--- src/rtl/imem_loader.sv ---
// Boot-time loader: receives length, little-endian words and an XOR checksum over a
// byte handshake, writes the words into instruction memory and releases core reset.
module imem_loader #(
    parameter int DEPTH  = 128,
    parameter int ADDR_W = 7
) (
    input  logic              clk,
    input  logic              rst,
    input  logic              load_start,
    input  logic              in_valid,
    input  logic [7:0]        in_data,
    output logic              in_ready,
    output logic              imem_we,
    output logic [ADDR_W-1:0] imem_addr,
    output logic [31:0]       imem_wdata,
    output logic              core_rstn,
    output logic              busy,
    output logic              done,
    output logic              error
);
    // One extra index bit lets a full-depth load reach N without wrapping.
    localparam int IDX_W = ADDR_W + 1;

    typedef enum logic [2:0] {
        S_IDLE, S_LEN, S_DATA, S_WRITE, S_CSUM, S_DONE, S_ERR
    } state_t;

    state_t           state_reg, state_next;
    logic [IDX_W-1:0] idx_reg;
    logic [IDX_W-1:0] len_reg;
    logic [1:0]       byte_cnt_reg;
    logic [7:0]       csum_reg;
    logic             accept;
    logic             start_ok;
    logic             len_bad;
    logic             last_word;

    assign accept    = in_valid && in_ready;
    assign start_ok  = load_start && (state_reg == S_IDLE || state_reg == S_DONE || state_reg == S_ERR);
    assign len_bad   = (in_data == 8'd0) || (32'(in_data) > DEPTH);
    assign last_word = (idx_reg + IDX_W'(1)) == len_reg;

    always_ff @(posedge clk) begin
        if (rst) begin
            state_reg <= S_IDLE;
        end else begin
            state_reg <= state_next;
        end
    end

    always_comb begin
        state_next = state_reg;
        case (state_reg)
            S_IDLE, S_DONE, S_ERR: begin
                if (load_start) state_next = S_LEN;
            end
            S_LEN: begin
                if (accept) state_next = len_bad ? S_ERR : S_DATA;
            end
            S_DATA: begin
                if (accept && byte_cnt_reg == 2'd3) state_next = S_WRITE;
            end
            S_WRITE: begin
                state_next = last_word ? S_CSUM : S_DATA;
            end
            S_CSUM: begin
                if (accept) state_next = (in_data == csum_reg) ? S_DONE : S_ERR;
            end
            default: state_next = S_IDLE;
        endcase
    end

    // Every control output is a pure decode of the current state.
    always_comb begin
        in_ready  = 1'b0;
        imem_we   = 1'b0;
        busy      = 1'b0;
        done      = 1'b0;
        error     = 1'b0;
        core_rstn = 1'b0;
        case (state_reg)
            S_LEN, S_DATA, S_CSUM: begin
                in_ready = 1'b1;
                busy     = 1'b1;
            end
            S_WRITE: begin
                imem_we = 1'b1;
                busy    = 1'b1;
            end
            S_DONE: begin
                done      = 1'b1;
                core_rstn = 1'b1;
            end
            S_ERR: error = 1'b1;
            default: ;
        endcase
    end

    always_ff @(posedge clk) begin
        if (rst) begin
            idx_reg      <= '0;
            len_reg      <= '0;
            byte_cnt_reg <= '0;
            csum_reg     <= '0;
        end else if (start_ok) begin
            idx_reg      <= '0;
            byte_cnt_reg <= '0;
            csum_reg     <= '0;
        end else begin
            case (state_reg)
                S_LEN: begin
                    if (accept) len_reg <= IDX_W'(in_data);
                end
                S_DATA: begin
                    if (accept) begin
                        byte_cnt_reg <= byte_cnt_reg + 2'd1;
                        csum_reg     <= csum_reg ^ in_data;
                    end
                end
                S_WRITE: idx_reg <= idx_reg + IDX_W'(1);
                default: ;
            endcase
        end
    end

    assign imem_addr = idx_reg[ADDR_W-1:0];

    // Each byte lane captures its own byte, so the word is assembled in place.
    generate
        for (genvar gi = 0; gi < 4; gi++) begin : g_lane
            logic [7:0] lane_reg;
            always_ff @(posedge clk) begin
                if (rst) begin
                    lane_reg <= '0;
                end else if (state_reg == S_DATA && accept && byte_cnt_reg == 2'(gi)) begin
                    lane_reg <= in_data;
                end
            end
            assign imem_wdata[8*gi +: 8] = lane_reg;
        end
    endgenerate

endmodule

--- config.mk ---
export PLATFORM = sky130hd
export DESIGN_NAME = imem_loader
export DESIGN_NICKNAME = d
export VERILOG_FILES = /design/src/rtl/imem_loader.sv
export SDC_FILE = /design/constraint.sdc
export NUM_CORES = 1
export LEC_CHECK = 0
export ABC_AREA = 1
export CAP_MARGIN = 20
export CELL_PAD_IN_SITES_DETAIL_PLACEMENT = 1
export CELL_PAD_IN_SITES_GLOBAL_PLACEMENT = 2
export CORE_UTILIZATION = 31
export CTS_CLUSTER_DIAMETER = 50
export DETAILED_ROUTE_END_ITERATION = 16
export PLACE_DENSITY = 0.93
export SYNTH_ARGS = -nofsm -noshare
export SYNTH_HDL_FRONTEND = slang
export SYNTH_SLANG_ARGS = --single-unit
--- constraint.sdc ---
create_clock -name clk -period 4.6 [get_ports clk]
set_input_delay 0.69 -clock clk [delete_from_list [all_inputs] [get_ports clk]]
set_output_delay 0.69 -clock clk [all_outputs]
set_load 0.05 [all_outputs]
* Word level (Yosys, flattened, before mapping)
Index checks and enable logic that the tools add are counted.
Cells by class: magnitude comparators 1, equal/unequal tests 15, multiplexer cells 13, add/sub/neg operators 2, reduce and logical (&&, ||, !) cells 21, bitwise logic cells 2
Operators by type and width (number):
- two-way mux 3 bit | 6
- equality test 8 bit | 2
- one-hot mux 3 bit (5 select lines) | 1
- equality test 3 bit, second input constant | 3
- adder 8 x 1 -> 8 bit, second input constant | 1
- > comparator 8 bit, second input constant | 1
- logical AND 1 bit | 8
- logical NOT 8 bit | 1
- != test 2 bit, second input constant | 4
- XOR 8 bit | 1
- equality test 3 x 2 -> 1 bit, second input constant | 2
- OR reduction 3 bit | 2
- two-way mux 1 bit | 5
- equality test 2 bit, second input constant | 2
- AND reduction 4 bit | 1
- OR reduction 4 bit | 1
- equality test 3 x 1 -> 1 bit, second input constant | 1
- logical NOT 3 bit | 1
- logical OR 1 bit | 3
- AND reduction 3 bit | 1
- adder 2 x 1 -> 2 bit, second input constant | 1
- equality test 2 x 1 -> 1 bit, second input constant | 1
- logical NOT 2 bit | 1
- two-way mux 2 bit | 1
- 3 further kinds | 3
Storage, ports and cells: logic and storage cells 63, register bits 61, output and inout bits 45, bits of input ports 12

* Logic depth before layout (Yosys ltp)
Gate-level depths: netlist of the first run.
depth after elaboration 7, mapped depth 14, depth with buffers taken out 14

* Least setup slack after synthesis of the first run
No wires, ideal clock.
kind reg2out, from reg state_reg[1], to out busy, required time 3910 ps, data arrival time 1520 ps, stages on the path, launching flop included 8, slack 2390 ps, path buffers 1, cells stage by stage dfxtp_1 -> inv_2 -> nor2_4 -> inv_2 -> nor2_4 -> inv_2 -> buf_2 -> nand2_1
Between the ends: cells in the longest elaborated chain, start to end 3, elaborated cells on any way between the ends 6, those cells by class eq/ne (4); mux (1); reduce/logical (1)
Ends and longest elaborated chain:
- from (decl) | line 28 | state_t state_reg, state_next;
- from (signal assigned) | line 47 | state_reg <= state_next;
- equality test 3 x 2 -> 1 bit, or another cell as far along | line 81 | case (state_reg)
- OR reduction 4 bit (no line) *
- two-way mux 1 bit * | line 81
- to (decl) | line 17 | output logic busy,
Every way passes the cells marked *; elsewhere a longest branch is shown, timed or not.

* Final worst setup path of the first run
Same ends and word-level chain as after synthesis.

==> results of run 1 <==
==> critical path, delay by kind of cell, from the launching register on <==
family / cells / cell delay (ns)
flops: 1 / 0.40
simple gates: 3 / 0.46
buf+inv: 4 / 1.12
==> metrics by stage <==
| step | hold WS, ns | cell area [um2] | instances | utilization, % |
|---|---|---|---|---|
| floorplan | 0.452 | 3040 | 414 | - |
| global placement | 0.456 | 3570 | 565 | 38.1 |
| detailed placement | 0.457 | 3570 | 565 | 38.1 |
| CTS | 0.468 | 3760 | 581 | 40.2 |
| global route | 0.492 | 3760 | 581 | 40.2 |
| finish | 0.466 | 3760 | 581 | 40.2 |
==> cell usage after synthesis (2+ instances only) <==
cell | number | area, um2
a211oi_1 | 8 | 60.1
a21oi_1 | 54 | 270
a21oi_2 | 2 | 17.5
buf_2 | 16 | 80.1
buf_4 | 9 | 67.6
clkbuf_1 | 8 | 30.0
clkbuf_8 | 2 | 27.5
dfxtp_1 | 61 | 1220
ha_1 | 5 | 62.6
inv_1 | 21 | 78.8
inv_2 | 9 | 33.8
nand2_1 | 105 | 394
nand2_2 | 3 | 18.8
nand2_4 | 2 | 22.5
nand3_1 | 56 | 280
nand4_1 | 2 | 12.5
nor2_1 | 13 | 48.8
nor2_2 | 7 | 43.8
nor2_4 | 6 | 67.6
nor3_1 | 3 | 15.0
or2_0 | 4 | 25.0
xnor2_1 | 6 | 52.6
xor2_1 | 5 | 43.8
==> power groups by stage <==
| stage | logic, uW | registers [uW] | clock network [uW] |
|---|---|---|---|
| 4_1_cts | 546 | 602 | 499 |
| 6_report | 541 | 602 | 490 |
| 3_3_place_gp | 534 | 611 | 0 |
| 2_1_floorplan | 404 | 625 | 0 |
| 3_5_place_dp | 544 | 614 | 0 |
| 5_1_grt | 592 | 608 | 527 |
==> logic make-up after synthesis <==
kind of cell / Yosys count / synth area share (%)
adders and majority gates: 5 / 2.06
buffers and inverters: 66 / 10.7
xor gates and xnor gates: 11 / 3.17
DFF: 61 / 40.1
and+or+nand+nor: 203 / 31.1
AOI/OAI and AO/OA: 68 / 12.8
==> placed cells by master (no fill, tap or decap), types with 2 or more instances in the layout <==
cell	count
a21oi_1	54
nor2_2	7
xnor2_1	6
nand3_1	56
nor2_1	13
a211oi_1	8
ha_1	5
dfxtp_1	61
nand4_1	2
clkdlybuf4s50_1	56
a21oi_2	2
nand2_1	105
nand2_4	2
nor2_4	6
or2_0	4
clkbuf_8	9
nand2_2	3
xor2_1	5
nor3_1	3
inv_2	9
clkinvlp_4	3
inv_1	21
==> cell type report <==
cell class                 instances  area, um2  area share, %
clock buffer                       9        124           3.29
clock inverter                     7       75.1           1.99
inverter                          31        119           3.16
multi-input combinational        287       1500           39.7
sequential                        61       1220           32.4
tap                              129        161           4.29
timing repair buffer              57        568           15.1
==> path summary, 6_finish.rpt <==
path                                end  slack (ns)  cells past startpoint
setup / recovery                   busy        1.60                      7
hold / removal    g_lane[1].lane_reg[7]        0.47                      2
setup reg to reg            csum_reg[4]        2.42                      7
hold reg to reg   g_lane[1].lane_reg[7]        0.47                      2
==> metal layers <==
metal / vias to the layer above / global-route usage [%] / share of wire, %
met5: - / 0 / 0
met2: 41 / 30.2 / 49
met4: 0 / 5.80 / 1.0
met3: 7 / 2.91 / 3.3
li1: 1404 / - / -
met1: 1352 / 22.7 / 46
==> qor.yml, run 1 <==
run_status:
  outcome: "completed"
drt:
  routed_wl_um: 8600
  vias_per_cell: 4.83
  drt_iter0_drc: 147
  wl_per_cell_um: 14.8
  first_pass_iters: 4
  vias: 2804
  drc_errors: 0
  drtAntennaViolNets: 0
job:
  drv_cap: 0
clock_tree:
  max-clock-path-buffers: 2
  cts_root_buf: "clkbuf_8"
  numClockSinks: 61
  cts_resized: 0
  htree_levels: 3
  cts_hold_buf: 0
  cts_tree: "yes"
  clkTransAtPathRegs_ns: 0.08
  post_cts_buffers: 0
  clkLatencyLatePin_ns: 0.34
  cts_inserted_buffers: 9
synth:
  synth-seq-cells: 61
  yosysWarnings: 0
  synth_area_um2: 3040
  avgSynthCellArea_um2: 7.35
  synthCells: 414
  synth_cell_types: 30
  synth_edf_count: 0
  synth.yosys.seq_area_share_pct: 40.1
  syn_nets: 431
  synth_ff_type: "dfxtp_1"
  async_flop_share_pct: 0
place:
  gp_congestion: 0.797
  io_buffers: 56
  dp_hpwl_um: 6090
  pre_cts_ws_ns: 1.73
grt:
  grt_pass1_wl_um: 14000
  grt_pass1_vias: 2844
  antenna_found_initial: 0
  grt_util_all_layers_pct: 17.7
  grt_max_degree: 44
  overflow: 0
final_layout:
  area_growth_pct: 23.8
  final_nets: 464
  fillers: 1173
  largest_register_ffs: 32
  insertedDiodeCount: 0
  layout-drive-gt1-share_pct: 11.5
timing:
  hold_violations: 0
  finalCritPeriodShare_pct: 65.3
  worstMarginPinSlew_ns: 0.907
  rsz0062_at_grt: "no"
  finClkSkew_ns: 0.00771
  finalSetupTns_ns: 0
  max_freq_ghz: 0.333
  setup_ws_ns: 1.60
  slew_headroom_pct: 39.4
  post-route-min-period_ns: 3.00
  setup_violations: 0
  drv_slew: 0
die:
  die_w_um: 101
  fp.dieH_um: 101
  num_rows: 35
  die-area_um2: 10200
  io_pins: 57
  initial_core_util_pct: 32.5
  core_um2: 9370
power:
  finalPower_uw: 1630
  power.switching_uw: 646
  comb_power_share_pct: 33.1
  cellPowerDensity_nw_per_um2: 434
  power_leakage_uw: 0.00131
  p_int_uw: 987
  seqPwrFrac_pct: 36.8
  vdd_drop_max_v: 0.000239
  netSwitchingFraction_pct: 39.6
  p_clk_share_pct: 30.0
critical_path:
  cpMaxStageDelayCell: "clkdlybuf4s50_1"
  critPathLaunch: "state_reg[1]"
  cp_cell_sequence: "inv_2 > nor2_4 > inv_2 > nor2_4 > inv_2 > nand2_1 > clkdlybuf4s50_1"
  r2r-start: "state_reg[1]"
  cp_data_arrival_time_ns: 2.31
  required_ns: 3.91
  endpoint_kind: "primary output"
  start_kind: "register"
  critPathKind: "reg -> out"
  crit_top_cell: "inv_2"
  cp_max_fo: 11
  critPathMaxStageDelay_ns: 0.80
worst_hold_path:
  hold_class: "reg -> reg"
  min-delay-start: "g_lane[1].lane_reg[7]"
(Power assumes the default switching activity.)
==> run 2, diff against run 1 <==
- CORE_UTILIZATION: 31 -> 29
- PLACE_DENSITY: 0.93 -> 0.88
- clock period: 4.6 -> 3.05 ns (I/O delays scaled with it)
==> run 2 against run 1 <==
Effect of this change:
- flip-flop and latch count unchanged
- clock power rose by 49%
- critical path type unchanged
- clock skew rose by 0.0019 ns
- highest routed layer unchanged
- critical path depth stayed put
- count of clock-buffer cells in the layout did not move
- setup slack got worse by 1.3 ns
- critical endpoint unchanged
- register-to-register slack got worse by 1.4 ns
- hold slack lost 0.0019 ns
==> qor.yml, run 2 (same netlist as run 1, synthesis figures left out) <==
grt:
  grt_use_met1_pct: 21.0  # -1.8 points
  grtUsageMet2_pct: 28.7  # -1.5 points
  grt_busiest_layer: "met2"
  grt_pass1_vias: 2838  # -0.21%
  antenna_found_initial: 0  # unchanged
  grt_max_degree: 35  # -20%
  grt_pass1_wl_um: 14500  # +4.0%
  overflow: 0  # unchanged
  grt_util_all_layers_pct: 17.0  # -0.73 points
  grt_util_met3_pct: 3.70  # +0.78 points
clock_tree:
  numClockSinks: 61  # unchanged
  clkLatencyLatePin_ns: 0.35  # about the same
  cts_hold_buf: 0  # unchanged
  cts_inserted_buffers: 9  # unchanged
  cts_resized: 0  # unchanged
  clkTransAtPathRegs_ns: 0.08  # about the same
  cts_tree: "yes"
  cts_root_buf: "clkbuf_8"
  htree_levels: 3  # unchanged
  post_cts_buffers: 0  # unchanged
  max-clock-path-buffers: 2  # unchanged
critical_path:
  critPathMaxStageDelay_ns: 0.79  # about the same
  ff2ff_setup_slack_ns: 1.04  # -1.38 ns
  path_buf_inv: 4  # unchanged
  endpoint_kind: "primary output"
  cp_data_arrival_time_ns: 2.30  # about the same
  start_kind: "register"
  critPathKind: "reg -> out"
  cpMaxStageDelayCell: "clkdlybuf4s50_1"
  cp_max_fo: 11  # unchanged
  critPathTopFamily: "buffers and inverters"
  crit_top_cell: "inv_2"
  required_ns: 2.59  # -1.32 ns
  cp_cell_sequence: "inv_2 > nor2_4 > inv_2 > nor2_4 > inv_2 > nand2_1 > clkdlybuf4s50_1"
power:
  vdd_drop_max_v: 0.000344  # +44%
  p_clk_share_pct: 29.7  # -0.3 points
  p_int_uw: 1490  # +51%
  power_leakage_uw: 0.00134  # +2.2%
  seqPwrFrac_pct: 36.8  # about the same
  cellPowerDensity_nw_per_um2: 648  # +49%
  netSwitchingFraction_pct: 39.3  # -0.26 points
  finalPower_uw: 2460  # +51%
  power.switching_uw: 968  # +50%
  comb_power_share_pct: 33.5  # +0.4 points
run_status:
  outcome: "completed"
timing:
  finalSetupTns_ns: 0  # unchanged
  holdWs_ns: 0.464  # -0.00193 ns
  worstMarginPinSlew_ns: 0.554  # -0.353 ns
  post-route-min-period_ns: 2.75
  slew_headroom_pct: 62.9  # +24 points
  rsz0062_at_grt: "no"
  setup_violations: 0  # unchanged
  setup_ws_ns: 0.296  # -1.30 ns
  finClkSkew_ns: 0.00966  # +0.00194 ns
  hold_violations: 0  # unchanged
  max_freq_ghz: 0.363
  drv_slew: 0  # unchanged
  finalCritPeriodShare_pct: 90.3
worst_hold_path:
  hold_class: "reg -> reg"
final_layout:
  final_cell_mix: "105 x nand2_1, 61 x dfxtp_1, 56 x nand3_1, 56 x clkdlybuf4s50_1, 54 x a21oi_1"
  mostFrequentLayoutCell: "nand2_1"
  layout-drive-gt1-share_pct: 12.3  # +0.78 points
  area_growth_pct: 25.0
  fin_cells: 592  # +1.9%
  fillers: 1253  # +6.8%
  largest_register_ffs: 32  # unchanged
  final_nets: 468  # +0.86%
  insertedDiodeCount: 0  # unchanged
place:
  dp_hpwl_um: 6220  # +2.1%
  placed_cells: 576  # +1.9%
  gp_congestion: 0.811  # +1.8%
  io_buffers: 56  # unchanged
  pre_cts_ws_ns: 0.671  # -1.06 ns
drt:
  vias: 2806  # +0.071%
  drc_errors: 0  # unchanged
  first_pass_iters: 4  # unchanged
  drtAntennaViolNets: 0  # unchanged
  wl_per_cell_um: 14.6  # -1.4%
  drt_iter0_drc: 63  # -57%
  vias_per_cell: 4.74  # -1.8%
  routed_wl_um: 8640  # +0.48%
die:
  core_um2: 10200  # +9.2%
  die-area_um2: 10900  # +6.8%
  io_pins: 57  # unchanged
  num_rows: 37  # +5.7%
  fp.dieH_um: 104  # +3.3%
  initial_core_util_pct: 29.7  # -2.7 points
  die_w_um: 104  # +3.3%
job:
  drv_cap: 0  # unchanged
run 2: worst register-to-register path, delay by kind of cell (launching register included):
| family | cells | cell delay, ns |
|---|---|---|
| compound gates | 1 | 0.10 |
| fa+ha+maj | 1 | 0.32 |
| flops | 1 | 0.53 |
| simple gates | 9 | 0.98 |
run 2: through the flow:
stage	util [%]	area, um2
after floorplan	-	3040
after global placement	35.2	3600
after detailed placement	35.2	3600
after CTS	37.2	3800
after global routing	37.2	3800
final	37.2	3800
run 2: area by class of cell:
| type | instances | area, um2 | area share (%) |
|---|---|---|---|
| Clock inverter | 7 | 73.8 | 1.94 |
| Tap cell | 136 | 170 | 4.48 |
| Timing Repair Buffer | 61 | 598 | 15.7 |
| Inverter | 31 | 119 | 3.13 |
| Multi-Input combinational cell | 287 | 1500 | 39.4 |
| Clock buffer | 9 | 124 | 3.26 |
| Sequential cell | 61 | 1220 | 32.1 |
run 2: final timing paths:
kind	startpoint	end	cells past startpoint
worst min register to register	g_lane[1].lane_reg[3]	g_lane[1].lane_reg[3]	2
worst max register to register	idx_reg[0]	state_reg[2]	11
worst min-delay path	g_lane[1].lane_reg[3]	g_lane[1].lane_reg[3]	2
worst max-delay path	state_reg[1]	busy	7
run 2: power groups by stage:
| stage | Sequential [uW] | Clock [uW] | Combinational, uW |
|---|---|---|---|
| global placement | 921 | 0 | 818 |
| global route | 915 | 792 | 903 |
| CTS | 908 | 761 | 840 |
| finish | 907 | 730 | 825 |
| detailed placement | 926 | 0 | 836 |
| floorplan | 943 | 0 | 609 |
run 2: layer usage:
metal	wire [um]	vias up
met3	332	15
met2	4190	52
met1	3960	1327
li1	-	1412
met5	0	-
met4	163	0
==> run 3, diff against run 2 <==
- ABC_CLOCK_PERIOD_IN_PS: default -> 3050
==> results of run 3 <==
No change in the layout: final DEF, timing and power equal those of run 2.
==> edit, RTL diff (settings of run 1) <==
Put a register stage on the output `error`. The value now appears one clock later. The other outputs are not delayed to match.
--- a/src/rtl/imem_loader.sv
+++ b/src/rtl/imem_loader.sv
@@ -25,4 +25,6 @@
         S_IDLE, S_LEN, S_DATA, S_WRITE, S_CSUM, S_DONE, S_ERR
     } state_t;
+
+    logic error_d;
 
     state_t           state_reg, state_next;
@@ -77,5 +79,5 @@
         busy      = 1'b0;
         done      = 1'b0;
-        error     = 1'b0;
+        error_d   = 1'b0;
         core_rstn = 1'b0;
         case (state_reg)
@@ -92,5 +94,5 @@
                 core_rstn = 1'b1;
             end
-            S_ERR: error = 1'b1;
+            S_ERR: error_d = 1'b1;
             default: ;
         endcase
@@ -141,4 +143,8 @@
     endgenerate
 
+    always_ff @(posedge clk) begin
+        error <= error_d;
+    end
+
 endmodule
 
Behaviour: not the same (Yosys sat finds a counterexample within 4 cycles, from zero or initial values and one cycle with rst high).
==> edit against run 1 <==
  * Sequential cell count grew 1
  * Wire length grew 0.74%
  * Count of clock-buffer cells in the layout is the same
  * Clock skew grew 5.1 ps
  * Core utilization is essentially flat
  * Worst setup slack lost 17 ps
  * Power grew 0.82%
  * Cell count grew 0.17%
  * Area after synthesis grew 0.66%
  * Fmax shrank 0.55%
  * Design area grew 0.50%
  * Highest routed layer unchanged
==> edit: results (changes against run 1) <==
metric	value	unit	change
status	finished clean		
peakVddDrop	193.2	uV	-19%
synth_ff_type	dfxtp_1		
grt_pass1_wl	13.81	mm	-1.0%
ys_async_sr_fraction	0	%	unchanged
tightest_slew	899.6	ps	-7.739 ps
synth_xor_xnor_area_share	3.147	%	-0.021 points
post-place-ws	1758	ps	+24.17 ps
synth.top_cells.by_area	dfxtp_1 41%, nand2_1 13%, nand3_1 9.2%		
drive_above_1_share	11.48	%	-0.025 points
arrival	2330	ps	+20 ps
finalNetCount	465		+0.22%
clock_skew	12.85	ps	+5.140 ps
clkLatencyLatePin	360	ps	+20 ps
hpwl	6.097	mm	about the same
grt_max_degree	45		+2.3%
r2r-end	csum_reg[7]		
synth_edf_count	0		unchanged
synth_compound_area_share	12.75	%	-0.084 points
layout.cells.non_filler	582		+0.17%
netlist_instances	415		+0.24%
vias	2861		+2.0%
postSynthNetCount	432		+0.23%
largest_register_ffs	32		unchanged
grtUsageTotal	17.83	%	+0.096 points
wirelength	8.667	mm	+0.74%
r2r_slack	2480	ps	+60 ps
postCtsSetupBuffers	0		unchanged
p_leak	0.001323	uW	+1.2%
routabilityCongestion	0.8098		+1.6%
fin_crit_sh	65.67	%	+0.36 points
post-place-cells	566		+0.18%
-- edit: where the power goes --
group / total (uW) / switching [uW] / internal [uW]
combinational: 544 / 376 / 168
sequential: 610 / 33.9 / 576
clock: 493 / 241 / 252
total: 1650 / 651 / 996
-- edit: final cells by class --
cell class | count | area (um^2)
multi-input cells | 287 | 1496
repair buffers | 57 | 568.0
well taps | 129 | 161.4
clock buffers | 9 | 123.9
flip-flops and latches | 62 | 1241
inverters | 31 | 118.9
fillers | 1165 | 5632
clock inverters | 7 | 73.82
-- edit: how the worst min path moves through the flow --
stage / start / to / slack [ps] / cells past startpoint
3_5_place_dp: g_lane[0].lane_reg[2] / g_lane[0].lane_reg[2] / 460 / 2
2_1_floorplan: len_reg[0] / len_reg[0] / 450 / 2
6_report: g_lane[1].lane_reg[6] / g_lane[1].lane_reg[6] / 470 / 2
4_1_cts: g_lane[2].lane_reg[5] / g_lane[2].lane_reg[5] / 480 / 2
5_1_grt: g_lane[0].lane_reg[1] / g_lane[0].lane_reg[1] / 500 / 2
3_3_place_gp: g_lane[3].lane_reg[1] / g_lane[3].lane_reg[1] / 450 / 2
-- edit: worst max-delay path, cell delays in order (launching register included) --
cell and delay (ps):
dfxtp_1 380, inv_2 80, nor2_4 130, inv_2 60, nor2_4 250, inv_2 180
nand2_1 100, clkdlybuf4s50_1 800
-- edit: layer usage --
layer | share of wire [%] | track usage [%]
met1 | 46 | 21.65
met2 | 49 | 30.09
met3 | 2.7 | 2.761
met4 | 2.8 | 10.14
met5 | 0 | 0
-- edit: stage by stage --
stage          hold slack [ps]  total power [uW]  utilization [%]
3_3_place_gp             450.9              1155            38.09
6_report                 466.3              1646            40.19
4_1_cts                  475.5              1663            40.19
2_1_floorplan            451.9              1038                -
5_1_grt                  495.4              1741            40.19
3_5_place_dp             457.2              1168            38.09
-- edit: cell families after synthesis --
kind of cell             after synthesis
adder cells (fa/ha/maj)                5
AO/OA/AOI/OAI                         68
AND/OR/NAND/NOR                      203
buffers and inverters                 66
flip-flops                            62
XOR/XNOR                              11
